`config.mk`:
```
export PLATFORM = sky130hd
export DESIGN_NAME = dip_switch_debouncer
export DESIGN_NICKNAME = d
export VERILOG_FILES = /design/src/rtl/dip_switch_debouncer.sv
export SDC_FILE = /design/constraint.sdc
export NUM_CORES = 1
export LEC_CHECK = 0
export ABC_AREA = 1
export CAP_MARGIN = 5
export CORE_ASPECT_RATIO = 0.6
export CORE_MARGIN = 2
export CORE_UTILIZATION = 56
export DETAILED_ROUTE_END_ITERATION = 10
export PLACE_DENSITY = 0.78
export SYNTH_ARGS = -nofsm -noshare
export SYNTH_HDL_FRONTEND = slang
export SYNTH_SLANG_ARGS = --single-unit
```
`constraint.sdc`:
```
create_clock -name sys_clk -period 7.3 [get_ports sys_clk]
set_clock_uncertainty 0.2 [all_clocks]
set_input_delay 1.46 -clock sys_clk [delete_from_list [all_inputs] [get_ports sys_clk]]
set_output_delay 1.46 -clock sys_clk [all_outputs]
set_load 0.01 [all_outputs]
```
`src/rtl/dip_switch_debouncer.sv`:
```
// dip_switch_debouncer
//
// Conditions the raw, asynchronous and mechanically bouncing DIP-switch pins
// for the subsystem's GPIO input. Each bit is synchronised into the sys_clk
// domain and then debounced on its own. Every accepted level change is also
// recorded in a sticky mask, which drives a level interrupt so host software
// can poll or acknowledge switch events.
//
// Ports
//   sys_clk            : single clock, all logic on its rising edge
//   reset              : asynchronous, active-high reset
//   dip_raw_i          : raw switch pins, asynchronous to sys_clk
//   change_ack_i       : level-sampled acknowledge, clears the whole change mask
//   dip_stable_o       : debounced switch levels
//   dip_change_o       : one-cycle pulse whenever any stable bit updates
//   dip_change_mask_o  : sticky mask of bits changed since the last acknowledge
//   irq_o              : OR of dip_change_mask_o (no extra register stage)

module dip_switch_debouncer #(
  parameter int WIDTH           = 4,
  parameter int SYNC_STAGES     = 2,
  parameter int DEBOUNCE_CYCLES = 1000000
) (
  input  logic             sys_clk,
  input  logic             reset,
  input  logic [WIDTH-1:0] dip_raw_i,
  input  logic             change_ack_i,
  output logic [WIDTH-1:0] dip_stable_o,
  output logic             dip_change_o,
  output logic [WIDTH-1:0] dip_change_mask_o,
  output logic             irq_o
);

  localparam int CNT_W = $clog2(DEBOUNCE_CYCLES);
  // The counter never needs to exceed DEBOUNCE_CYCLES-1, so $clog2 bits suffice.
  localparam logic [CNT_W-1:0] CNT_MAX  = CNT_W'(DEBOUNCE_CYCLES - 1);
  localparam logic [CNT_W-1:0] CNT_ONE  = CNT_W'(1);
  localparam logic [CNT_W-1:0] CNT_ZERO = CNT_W'(0);

  (* ASYNC_REG = "TRUE" *) logic [WIDTH-1:0] sync_ff [SYNC_STAGES];

  logic [WIDTH-1:0] sync;
  logic [CNT_W-1:0] count      [WIDTH];
  logic [CNT_W-1:0] count_next [WIDTH];
  logic [WIDTH-1:0] stable;
  logic [WIDTH-1:0] stable_next;
  logic [WIDTH-1:0] new_bits;
  logic [WIDTH-1:0] mask;
  logic [WIDTH-1:0] mask_next;
  logic             change;

  // Multi-flop synchroniser chain bringing the raw pins into sys_clk.
  always_ff @(posedge sys_clk or posedge reset) begin
    if (reset) begin
      for (int s = 0; s < SYNC_STAGES; s++) begin
        sync_ff[s] <= {WIDTH{1'b0}};
      end
    end else begin
      sync_ff[0] <= dip_raw_i;
      for (int s = 1; s < SYNC_STAGES; s++) begin
        sync_ff[s] <= sync_ff[s-1];
      end
    end
  end

  assign sync = sync_ff[SYNC_STAGES-1];

  // Per-bit debounce decision: count consecutive disagreement cycles and
  // accept the synchronised level once the run reaches DEBOUNCE_CYCLES.
  always_comb begin
    new_bits = {WIDTH{1'b0}};
    for (int i = 0; i < WIDTH; i++) begin
      count_next[i] = CNT_ZERO;
      if (sync[i] == stable[i]) begin
        // Any cycle of agreement throws away a partial count (glitch rejection).
        count_next[i] = CNT_ZERO;
      end else if (count[i] == CNT_MAX) begin
        count_next[i] = CNT_ZERO;
        new_bits[i]   = 1'b1;
      end else begin
        count_next[i] = count[i] + CNT_ONE;
      end
    end
    // An accepted bit always flips, because acceptance needs disagreement.
    stable_next = stable ^ new_bits;
  end

  // Sticky change mask: an acknowledge wipes older bits, while bits that
  // update in the same cycle still land in the mask.
  always_comb begin
    mask_next = {WIDTH{1'b0}};
    if (change_ack_i) begin
      mask_next = new_bits;
    end else begin
      mask_next = mask | new_bits;
    end
  end

  // Debounce counters, stable levels, change pulse and mask registers.
  always_ff @(posedge sys_clk or posedge reset) begin
    if (reset) begin
      for (int i = 0; i < WIDTH; i++) begin
        count[i] <= CNT_ZERO;
      end
      stable <= {WIDTH{1'b0}};
      change <= 1'b0;
      mask   <= {WIDTH{1'b0}};
    end else begin
      for (int i = 0; i < WIDTH; i++) begin
        count[i] <= count_next[i];
      end
      stable <= stable_next;
      change <= |new_bits;
      mask   <= mask_next;
    end
  end

  assign dip_stable_o      = stable;
  assign dip_change_o      = change;
  assign dip_change_mask_o = mask;
  // The interrupt is decoded straight from the mask register, so it adds
  // no latency beyond the mask itself.
  assign irq_o             = |mask;

endmodule

```
==> flow_metrics.tcl, run 1 <==
set metrics [dict create \
    status "completed" \
    htreeDepth 3 \
    fp.dieH_um 78.1 \
    fin_nets 678 \
    crit_fanout 2 \
    tns_ns 0 \
    num_antenna_cells 0 \
    period_share 0.417 \
    final_cells 784 \
    tightest_slew_ns 0.716 \
    drive_above_1_share 0.116 \
    worstSetupStartpoint "dip_change_mask_o[1]$_DFF_PP0_" \
    leakage_nw 2.42 \
    vias 4189 \
    yosysWarnings 0 \
    r2r-start "count[40]$_DFF_PP0_" \
    layout_min_cycle_time_ns 3.05 \
    drcViolationCount 0 \
    ys_types 26 \
    area_growth_pct 11.6 \
    synthTopCellsByCount "nor2_1, nand2_1, dfrtp_1" \
    setup_viol 0 \
    cellPowerDensity_nw_per_um2 182 \
    wl_mm 10.6 \
    die_x_um 128 \
    worstRegToRegCells 6 \
    vias_per_cell 5.34 \
    start_util 0.590 \
    maxCapViolations 0 \
    antenna_found_initial 0 \
    place_area_um2 5440 \
    slew_viol_final 0 \
    cts.sinks 97 \
    grt_usage 0.236 \
    required_ns 5.64 \
    end_kind "primary output" \
    ys_ff_latch 97 \
    gp_congestion 0.926 \
    synth_edf_count 0 \
    drtAntennaViolNets 0 \
    max_freq_mhz 328 \
    clkTransAtPathRegs_ns 0.07 \
    drt-pass1-iter-count 5 \
    cts-root-buf "clkbuf_16" \
    io_pins 17 \
    synth_nets 650 \
    cts.path.max_buffers 2 \
    min_from "sync_ff[6]$_DFF_PP0_" \
    slew_headroom 0.523 \
    avgRoutedWirePerCell_um 13.6 \
    yosysMostFrequentCell "nor2_1" \
    dieArea_um2 9960 \
    synth.top_cell.area_share 0.474 \
    grt_overflow 0 \
    synth_top_flop_cell "dfrtp_1" \
    post_cts_resized 0 \
    synth_top_area_cell "dfrtp_1" \
    row_count 26 \
    dpl.cell_count 768 \
    cts-hold-fix-buffers 0 \
    synthTopCellsByArea "dfrtp_1, nor2_1, nand2_1, nand3_1, inv_1" \
    cp-start-kind "register" \
    whs_path_depth 0 \
    async_reset_ff_frac 1.00 \
    dpl.hpwl_mm 7.88 \
    synthesis.area_um2 5120 \
    drt_iter0_drc 408 \
    rsz0062_at_grt "false" \
    criticalPathCategory "register to primary output" \
    cts_tree "done" \
    grt_max_degree 60 \
    yosysSeqAreaShare 0.474 \
    core-area_um2 8690 \
    final_area_um2 5720 \
    grt_pass1_vias 3999 \
    worstHoldPathType "register to register" \
    io_buffers 16 \
    cts_setup_buffers 0 \
    avgSynthCellArea_um2 8.02 \
    cts_buffers 9 \
    hold_viol 0 \
    arrival_ns 1.39 \
    clkLatencyLatePin_ns 0.35 \
    grt_pass1_wl_mm 18.6 \
    synthCells 639 \
    ir_worst_vdd_v 0.000149 \
]
layer usage:
layer / up-vias / wire length (um) / track usage
li1: 2070 / - / -
met1: 1987 / 5170 / 0.340
met2: 116 / 4710 / 0.352
met3: 16 / 608 / 0.0600
met4: 0 / 141 / 0.0692
met5: - / 0 / 0
registers in the layout, summed over array words and instances, names as in the netlist, named ones only:
signal,flops
count,80
sync_ff,4
dip_change_o,1
sync,4
dip_change_mask_o,4
area by class of cell:
type / count / area, um2
Tap cell: 112 / 140
Inverter: 75 / 284
Timing Repair Buffer: 17 / 168
Multi-Input combinational cell: 467 / 2420
Fill cell: 726 / 2960
Clock buffer: 9 / 225
Clock inverter: 7 / 61.3
Sequential cell: 97 / 2430
power by group:
part / leakage (nW) / internal [mW] / switching, mW
registers: 1.33 / 0.545 / 0.00602
clock network: 0.135 / 0.237 / 0.215
logic: 0.962 / 0.0116 / 0.0270
total: 2.42 / 0.793 / 0.248
cell families (layout without fill, tap and decap cells):
family,Yosys count,count (layout),share of synthesized area
DFF,97,97,0.474
buffers and inverters,75,108,0.0549
AOI/OAI and AO/OA,30,30,0.0295
adders and majority gates,4,4,0.00977
and+or+nand+nor,390,390,0.353
xor gates and xnor gates,43,43,0.0793
worst max-delay path, stage by stage, from the launching register on:
cell and delay [ns]:
dfrtp_1 0.37, inv_1 0.06, nand4_1 0.08, clkdlybuf4s50_1 0.53
placed cells by master, fill, tap and decap left out, types with 3 or more instances in the layout:
cell type,n
nand2_1,113
clkdlybuf4s50_1,16
nor2_4,9
nor3_1,10
nand2_2,11
nand3_1,60
xor2_1,29
ha_1,4
clkbuf_16,9
xor2_2,4
a21oi_1,16
dfrtp_1,97
o21ai_1,3
o21ai_0,10
nor2_1,143
nor2_2,18
xnor2_1,10
inv_2,7
nand4_1,9
nand3_2,8
inv_1,67
per-stage QoR:
step / hold slack, ns / setup slack (ns) / utilization / total power, mW
final: 0.152 / 4.25 / 0.659 / 1.04
after global routing: 0.160 / 4.19 / 0.659 / 1.09
after CTS: 0.155 / 4.24 / 0.659 / 1.06
after detailed placement: 0.138 / 4.06 / 0.626 / 0.601
after global placement: 0.134 / 4.09 / 0.626 / 0.598
after floorplan: 0.131 / 3.11 / - / 0.586
final timing paths:
check / slack (ns) / endpoint
setup / recovery: 4.25 / irq_o
hold / removal: 0.15 / sync[2]$_DFF_PP0_
setup reg to reg: 5.51 / count[49]$_DFF_PP0_
hold reg to reg: 0.15 / sync[2]$_DFF_PP0_
max in group asynchronous: 4.53 / count[48]$_DFF_PP0_
min in group asynchronous: 1.29 / count[76]$_DFF_PP0_
(Power assumes the default switching activity.)
==> run 2, diff against run 1 <==
Clock period 7.3 ns to 2.9 ns, I/O delays scaled along.
==> run 2 against run 1 <==
Largest cell class unchanged. Die area did not move. Register-to-register slack got worse by 4.4 ns. Clock-buffer cell count rose by 4. Combinational power rose to 2.6 times the previous value. Clock power rose to 2.6 times the previous value. Largest power group unchanged. Critical path depth did not move.
==> flow_metrics.tcl, run 2 (same netlist as run 1, synthesis figures left out) <==
set metrics [dict create \
    status "completed" \
    final_common_cell "nor2_1" \
    met2_usage 0.341 \
    grtUsageMet1 0.341 \
    avgRoutedWirePerCell_um 13.6 \
    power_mw 2.68 \
    slew_headroom 0.633 \
    grt_pass1_wl_mm 18.6 \
    grt_busiest_layer "met1" \
    criticalPathCategory "register to primary output" \
    regMostFlops "count" \
    fin_nets 679 \
    drt_iter0_drc 407 \
    arrival_ns 1.35 \
    htreeDepth 3 \
    vias_per_cell 5.34 \
    grt_overflow 0 \
    rsz0062_at_grt "false" \
    fp.dieH_um 78.1 \
    gp_congestion 0.916 \
    cts_buffers 9 \
    die_x_um 128 \
    tns_ns 0 \
    layout_min_cycle_time_ns 2.13 \
    hold_viol 0 \
    period_share 0.736 \
    drive_above_1_share 0.113 \
    dpl.hpwl_mm 7.79 \
    grt_usage 0.233 \
    hold_ws_ns 0.149 \
    cellPowerDensity_nw_per_um2 465 \
    max_freq_mhz 469 \
    place_area_um2 5470 \
    use_met3 0.0593 \
    cts_tree "done" \
    cts_setup_buffers 0 \
    cts-hold-fix-buffers 0 \
    dieArea_um2 9960 \
    dpl.cell_count 769 \
    ir_worst_vdd_v 0.000320 \
    largest_reg_flops 80 \
    post_cts_resized 0 \
    final_cell_mix "nor2_1, nand2_1, dfrtp_1" \
    io_buffers 16 \
    drtAntennaViolNets 0 \
    cts.sinks 97 \
    grt_pass1_vias 3921 \
    crit_fanout 2 \
    final_area_um2 5770 \
    leakage_nw 2.44 \
    setup_viol 0 \
    required_ns 2.12 \
    tightest_slew_ns 0.550 \
    clkTransAtPathRegs_ns 0.06 \
    slew_viol_final 0 \
    start_util 0.590 \
    cp-start-kind "register" \
    drcViolationCount 0 \
    core-area_um2 8690 \
    cts.path.max_buffers 2 \
    worstHoldPathType "register to register" \
    maxCapViolations 0 \
    clkLatencyLatePin_ns 0.34 \
    vias 4183 \
    grt_max_degree 45 \
    num_antenna_cells 0 \
    antenna_found_initial 0 \
    wl_mm 10.7 \
    cts-root-buf "clkbuf_16" \
    io_pins 17 \
    drt-pass1-iter-count 6 \
    end_kind "primary output" \
    area_growth_pct 12.5 \
    row_count 26 \
    final_cells 784 \
]
run 2: cell count changes in the layout (fill, tap and decap cells not counted), sizes merged:
| cell | previous run | this run |
|---|---|---|
| clkbuf | 9 | 13 |
| inv | 78 | 74 |
| clkinv | 2 | 0 |
| buf | 1 | 2 |
| bufinv | 0 | 1 |
run 2: per-stage QoR:
step	util	setup WS, ns
after global placement	0.630	1.10
after CTS	0.664	0.741
after global routing	0.664	0.694
after detailed placement	0.630	1.08
final	0.664	0.766
after floorplan	-	0.972
run 2: path summary, 6_finish.rpt:
kind                                                startpoint                  end  slack [ns]  depth (start not counted)
worst max-delay path            dip_change_mask_o[0]$_DFF_PP0_                irq_o        0.77                          3
worst min-delay path                      sync_ff[4]$_DFF_PP0_    sync[0]$_DFF_PP0_        0.15                          0
worst max register to register             count[40]$_DFF_PP0_  count[49]$_DFF_PP0_        1.14                          6
worst min register to register            sync_ff[4]$_DFF_PP0_    sync[0]$_DFF_PP0_        0.15                          0
max in group asynchronous                                reset  count[33]$_DFF_PP0_        1.49                          3
min in group asynchronous                                reset  count[51]$_DFF_PP0_        0.44                          2
run 2: power breakdown:
| group | internal, mW | total (mW) | switching (mW) |
|---|---|---|---|
| Sequential | 1.37 | 1.39 | 0.0147 |
| Combinational | 0.0335 | 0.101 | 0.0676 |
| Clock | 0.711 | 1.19 | 0.483 |
run 2: cell type report:
type	count	area, um2
fillers	711	2920
well taps	112	140
inverters	75	285
flip-flops and latches	97	2430
repair buffers	18	200
clock inverters	2	37.5
clock buffers	13	260
multi-input cells	467	2420
run 2: layer usage:
layer	vias up	wire length (um)
met4	0	148
met2	122	4760
li1	2053	-
met5	-	0
met1	1995	5210
met3	13	574
run 2: critical path, stage by stage, from the launching register on:
cell,delay [ns]
dfrtp_1,0.35
inv_1,0.05
nand4_1,0.08
clkdlybuf4s50_1,0.53
==> run 3, diff against run 2 <==
Settings changed: CORE_UTILIZATION 56 to 55, PLACE_DENSITY 0.78 to 0.8.
Clock period 2.9 ns to 1.8 ns, I/O delays scaled along.
==> run 3 against run 2 <==
Non-clock buffer count up 6. Register-to-register slack worse by 1.0 ns. Global-route usage shrank 0.48 points.
==> flow_metrics.tcl, run 3 (same netlist as run 1, synthesis figures left out) <==
set metrics [dict create \
    largest_reg_flops 80 \
    cp_slowest_cell "clkdlybuf4s50_1" \
    antenna_found_initial 0 \
    io_pins 17 \
    crit_fanout 1 \
    regMostFlops "count" \
    final_cells 795 \
    ir_worst_vdd_v 0.000654 \
    r2r_slack_ns 0.13 \
    place_ws_ns 0.110 \
    cp_num_cells 1 \
    drtAntennaViolNets 0 \
    drt_iter0_drc 308 \
    criticalPathCategory "register to primary output" \
    avgRoutedWirePerCell_um 13.4 \
    slew_viol_final 0 \
    seq_area_um2 2430 \
    hold_viol 0 \
    vias 4174 \
    setup_viol 0 \
    cp_top_family "buffers and inverters" \
    cp-start-kind "register" \
    cts.sinks 97 \
    cp_cell_sequence "clkdlybuf4s50_1" \
    hold_ws_ns 0.152 \
    end_kind "primary output" \
    area_growth_pct 13.9 \
    grt_pass1_wl_mm 18.1 \
    fin_nets 685 \
    final_common_cell "nor2_1" \
    drt-pass1-iter-count 5 \
    crit_end "dip_change_o" \
    period_share 0.982 \
    r2r-start "count[60]$_DFF_PP0_" \
    max_freq_mhz 566 \
    htreeDepth 3 \
    dpl.hpwl_mm 7.88 \
    status "completed" \
    rsz0062_at_grt "false" \
    cellPowerDensity_nw_per_um2 751 \
    clkLatencyLatePin_ns 0.35 \
    fin_ws_ns 0.0330 \
    final_core_util 0.640 \
    row_count 27 \
    die_x_um 129 \
    start_util 0.562 \
    clkTransAtPathRegs_ns 0.07 \
    crit_buf_inv 1 \
    cts-root-buf "clkbuf_16" \
    multiInputGateArea_um2 2420 \
    grt_overflow 0 \
    grt_pass1_vias 3860 \
    power_mw 4.38 \
    core-area_um2 9120 \
    num_antenna_cells 0 \
    fillers 771 \
    grt_usage 0.228 \
    max_stage_delay_ns 0.53 \
    layout_min_cycle_time_ns 1.77 \
    tightest_slew_ns 0.389 \
    slew_headroom 0.740 \
    dpl.cell_count 776 \
    cts.path.max_buffers 2 \
    dieArea_um2 10100 \
    tns_ns 0 \
    r2r_end "count[69]$_DFF_PP0_" \
    vias_per_cell 5.25 \
    worstRegToRegCells 8 \
    cts_tree "done" \
    final_cell_mix "nor2_1, nand2_1, dfrtp_1" \
    cts_buffers 9 \
    drive_above_1_share 0.127 \
    wl_mm 10.7 \
    leakage_nw 2.56 \
    drcViolationCount 0 \
    place_area_um2 5500 \
    required_ns 1.24 \
    worstSetupStartpoint "dip_change_o$_DFF_PP0_" \
    maxCapViolations 0 \
    worstHoldPathType "register to register" \
    grt_max_degree 56 \
    gp_congestion 0.949 \
    fp.dieH_um 78.8 \
    io_buffers 16 \
    final_area_um2 5840 \
    arrival_ns 1.21 \
]
## run 3: timing repair
action                     CTS  global route
setup buffers                3             0
hold buffers                 0             0
gates cloned                 0             0
setup endpoints to repair    7            10
gates resized for setup      6             5
## run 3: final cells by class
| class | count | share of cell area |
|---|---|---|
| clock buffers | 11 | 0.0433 |
| clock inverters | 5 | 0.0103 |
| inverters | 75 | 0.0489 |
| multi-input cells | 467 | 0.414 |
| flip-flops and latches | 97 | 0.416 |
| well taps | 116 | 0.0249 |
| repair buffers | 24 | 0.0422 |
## run 3: worst min-delay path by stage
stage                              start           endpoint  slack [ns]  cells past startpoint
floorplan           sync_ff[4]$_DFF_PP0_  sync[0]$_DFF_PP0_        0.13                      0
global placement    sync_ff[6]$_DFF_PP0_  sync[2]$_DFF_PP0_        0.13                      0
detailed placement  sync_ff[4]$_DFF_PP0_  sync[0]$_DFF_PP0_        0.14                      0
CTS                 sync_ff[4]$_DFF_PP0_  sync[0]$_DFF_PP0_        0.15                      0
global route        sync_ff[5]$_DFF_PP0_  sync[1]$_DFF_PP0_        0.16                      0
finish              sync_ff[4]$_DFF_PP0_  sync[0]$_DFF_PP0_        0.15                      0
## run 3: layer usage
| metal | track usage | vias to the layer above | routed length (um) |
|---|---|---|---|
| li1 | - | 2071 | - |
| met1 | 0.342 | 1991 | 5410 |
| met2 | 0.338 | 101 | 4570 |
| met3 | 0.0505 | 11 | 572 |
| met4 | 0.0598 | 0 | 119 |
| met5 | 0 | - | 0 |
## run 3: power by group
| group | total (mW) | leakage, nW | internal (mW) | switching, mW |
|---|---|---|---|---|
| Clock | 1.98 | 0.153 | 1.16 | 0.824 |
| Sequential | 2.23 | 1.33 | 2.21 | 0.0229 |
| Combinational | 0.165 | 1.09 | 0.0573 | 0.108 |
| Total | 4.38 | 2.56 | 3.43 | 0.955 |
